$ cat src/rtl/arb_mux.sv
// Multi-channel valid/ready multiplexer with one registered output stage.
// MODE 0 selects the channel named by sel; MODE 1 arbitrates round-robin.
module arb_mux #(
  parameter int unsigned WIDTH = 32,
  parameter int unsigned N     = 4,
  parameter int unsigned MODE  = 0,
  localparam int unsigned SEL_W = $clog2(N)
) (
  input  logic                 clk,
  input  logic                 rst,
  input  logic [N-1:0]         in_valid,
  input  logic [N*WIDTH-1:0]   in_data,
  output logic [N-1:0]         in_ready,
  input  logic [SEL_W-1:0]     sel,
  output logic                 out_valid,
  output logic [WIDTH-1:0]     out_data,
  output logic [SEL_W-1:0]     out_sel,
  input  logic                 out_ready
);

  logic              load;
  logic              gnt_valid;
  logic [SEL_W-1:0]  gnt;
  logic [WIDTH-1:0]  gnt_data;
  logic              xfer;

  logic              out_valid_q, out_valid_d;
  logic [WIDTH-1:0]  out_data_q, out_data_d;
  logic [SEL_W-1:0]  out_sel_q, out_sel_d;
  logic [SEL_W-1:0]  ptr_q, ptr_d;

  assign load = !out_valid_q || out_ready;

  // Candidate channel: sel in MODE 0, first valid at or after ptr in MODE 1.
  always_comb begin
    int unsigned idx;
    idx       = 0;
    gnt       = '0;
    gnt_valid = 1'b0;
    if (MODE == 0) begin
      gnt       = sel;
      gnt_valid = (32'(sel) < N);
    end else begin
      for (int unsigned k = 0; k < N; k++) begin
        idx = (32'(ptr_q) + k) % N;
        if (!gnt_valid && in_valid[SEL_W'(idx)]) begin
          gnt_valid = 1'b1;
          gnt       = SEL_W'(idx);
        end
      end
    end
  end

  always_comb begin
    gnt_data = '0;
    for (int unsigned i = 0; i < N; i++) begin
      if (gnt == SEL_W'(i)) begin
        gnt_data = in_data[i*WIDTH +: WIDTH];
      end
    end
  end

  always_comb begin
    in_ready = '0;
    if (!rst && gnt_valid && load) begin
      in_ready[gnt] = 1'b1;
    end
  end

  assign xfer = |(in_valid & in_ready);

  always_comb begin
    out_valid_d = out_valid_q;
    out_data_d  = out_data_q;
    out_sel_d   = out_sel_q;
    ptr_d       = ptr_q;
    if (xfer) begin
      out_valid_d = 1'b1;
      out_data_d  = gnt_data;
      out_sel_d   = gnt;
      if (MODE != 0) begin
        ptr_d = (gnt == SEL_W'(N - 1)) ? '0 : gnt + SEL_W'(1);
      end
    end else if (out_ready) begin
      out_valid_d = 1'b0;
    end
  end

  always_ff @(posedge clk) begin
    if (rst) begin
      out_valid_q <= 1'b0;
      out_data_q  <= '0;
      out_sel_q   <= '0;
      ptr_q       <= '0;
    end else begin
      out_valid_q <= out_valid_d;
      out_data_q  <= out_data_d;
      out_sel_q   <= out_sel_d;
      ptr_q       <= ptr_d;
    end
  end

  assign out_valid = out_valid_q;
  assign out_data  = out_data_q;
  assign out_sel   = out_sel_q;

endmodule

$ cat config.mk
export PLATFORM = sky130hd
export DESIGN_NAME = arb_mux
export DESIGN_NICKNAME = d
export VERILOG_FILES = /design/src/rtl/arb_mux.sv
export SDC_FILE = /design/constraint.sdc
export NUM_CORES = 1
export LEC_CHECK = 0
export BUFFER_PORTS_ARGS = -buffer_cell sky130_fd_sc_hd__buf_2
export CAP_MARGIN = 20
export CORE_MARGIN = 2
export CORE_UTILIZATION = 43
export CTS_BUF_LIST = sky130_fd_sc_hd__clkbuf_4
export CTS_CLUSTER_SIZE = 25
export DETAILED_ROUTE_END_ITERATION = 16
export PLACE_DENSITY = 0.82
export SLEW_MARGIN = 20
export SYNTH_ARGS = -nofsm -noshare
export SYNTH_HDL_FRONTEND = slang
export SYNTH_SLANG_ARGS = --single-unit
$ cat constraint.sdc
create_clock -name clk -period 1.7 [get_ports clk]
set_clock_uncertainty 0.1 [all_clocks]
set_input_delay 0.17 -clock clk [delete_from_list [all_inputs] [get_ports clk]]
set_output_delay 0.17 -clock clk [all_outputs]
set_load 0.02 [all_outputs]
==> results.yml <==
power:
  power.density_nw_per_um2: 590.0
  ir_worst_vdd_v: 0.0003108
  p_leak_nw: 1.616
sta:
  hold-worst-slack_ps: 40.16
  period_needed_ps: 1618
  max_clock_freq_mhz: 618.1
  finalHoldViolations: 0
  tightest_slew_ps: 337.3
  finalCritPeriodShare_pct: 95.17
  drv_slew: 0
  setup_tns_ps: 0
  setup_viol: 0
  relSlewSlack_pct: 77.51
placement:
  place_congestion: 0.7387
  port_buffers: 175
  dp_hpwl_mm: 5.571
  place_inst: 474
  dpl-instance-area_um2: 3485
clock_network:
  path_clk_slew_ps: 100
  tritoncts: "done"
  root_buffer: "clkbuf_4"
  numCtsBuffers: 5
  htree_levels: 2
  clk_latency_ps: 330
  clkSinkCount: 35
  cts_buffer_depth: 2
routing:
  wl_per_cell_um: 15.14
  drc: 0
  via_count: 2659
  drt_wl_total_mm: 7.359
  via_per_inst: 5.471
  dr.pass1.iters: 4
  drtIter0Drc: 76
  drtAntennaViolNets: 0
global_route:
  gr-usage-met2_pct: 40.66
  grt_pass1_wl_mm: 11.15
  grt_pass1_vias: 2530
  grt_start_max_net_pins: 36
  antenna_found_initial: 0
  grt.overflow.total: 0
  grtUsageMet1_pct: 24.07
  globalRouteTotalUtil_pct: 21.72
  gr-max-usage-layer: "met2"
  grt_use_met3_pct: 4.222
synthesis:
  syn-num-nets: 383
  synthArstFlopShare_pct: 0
  yosysWarnings: 0
  avgSynthCellArea_um2: 10.34
  synth_fa_ha_area_share_pct: 0
  syn_inst: 246
  ys_seq_area_share_pct: 27.56
  synth_xor_area_share_pct: 0
  synth-seq-cells: 35
  synthFlopType: "dfxtp_1"
  synth_edf_count: 0
  muxShareOfSynthArea_pct: 29.68
  synth_compound_area_share_pct: 20.52
  netlist_area_um2: 2542
  synth-simple-area-share_pct: 9.892
  yosysUniqueCellTypes: 22
  synth_top_family_by_area: "multiplexers"
layout:
  area_delta_synth_final_pct: 42.62
  stdcell_count: 486
  fin_util_pct: 62.35
  layout_commonest_cell: "buf_2"
  final.fill_count: 516
  multi_input_area_um2: 1549
  diodes: 0
  nets: 549
  register_area_um2: 700.7
  final_cell_mix: "174 x buf_2, 35 x dfxtp_1"
  post-route-cell-area_um2: 3626
  drive_gt1_share_pct: 60.34
critical_path:
  end_kind: "output port"
  critPathMaxFanout: 19
  r2r.worst_path.cells: 5
  critPathLaunchType: "register"
  worst-setup-path-type: "register to output port"
  arrival_ps: 1350
  cp.required_ps: 1430
job:
  drv_cap: 0
floorplan:
  std_cell_rows: 28
  die_width_um: 80.90
  die_area_um2: 6544
  io_pins: 176
  initial_utilization_pct: 43.72
  die_h_um: 80.90
  core-area_um2: 5816
min_path:
  holdPathStages: 3
  hold_path.class: "input port to register"
status:
  status: "finished clean"
## path summary, 6_finish.rpt
| path | to | slack, ps | start |
|---|---|---|---|
| min reg2reg | out_data[23] | 430 | out_data[23] |
| min | out_sel[1] | 40 | in_valid[0] |
| max reg2reg | out_data[27] | 250 | out_valid |
| max | in_ready[3] | 80 | out_valid |
## kinds of logic after synthesis
family,Yosys count
mux,34
buf+inv,69
simple gates,39
compound gates,69
flops,35
## power by group
part	total [W]	switching [W]	internal, W
sequential	0.000904	0.0000284	0.000876
combinational	0.000807	0.000389	0.000418
clock	0.000429	0.000265	0.000163
total	0.00214	0.000683	0.00146
## critical path: stages (launching register included)
cell and delay, ps:
dfxtp_1 410, nand2b_4 100, buf_12 160, and4_1 190, buf_2 150
## through the flow
step           setup slack, ps  power, W
2_1_floorplan            149.0  0.001418
3_3_place_gp             144.7  0.001676
3_5_place_dp             80.75  0.001701
4_1_cts                  8.925  0.002147
5_1_grt                 -9.218  0.002255
6_report                 82.18  0.002139
## metal layers
layer,vias up,share of wire [%]
met5,-,0
met4,0,1.2
met3,8,6.6
met2,110,55
met1,1263,37
li1,1278,-
## state kept, by name, indices dropped and copies added, names as in the netlist
name       count
out_sel        2
out_valid      1
out_data      32
## repair_timing
action / CTS / global route
setup buffers: 0 / 3
cloned: 1 / 0
endpoints found under the hold margin: 1 / 0
hold buffers: 2 / 0
setup endpoints to repair: 4 / 4
gates resized for setup: 3 / 2
## cell usage after synthesis, types with 3 or more instances
master	n	area, um2
inv_1	34	127.6
clkbuf_1	20	75.07
nand4_1	33	206.5
buf_4	3	22.52
mux4_2	33	743.2
a31o_1	33	289.0
a21oi_2	13	113.9
dfxtp_1	35	700.7
a21oi_1	21	105.1
buf_6	5	56.30
buf_2	5	25.02
## area by class of cell
class | instances | area share, %
inverters | 35 | 3.623
well taps | 75 | 2.588
multi-input cells | 142 | 42.72
clock buffers | 6 | 1.242
repair buffers | 193 | 30.50
flip-flops and latches | 35 | 19.32
Power figures use the tool's default switching activity.
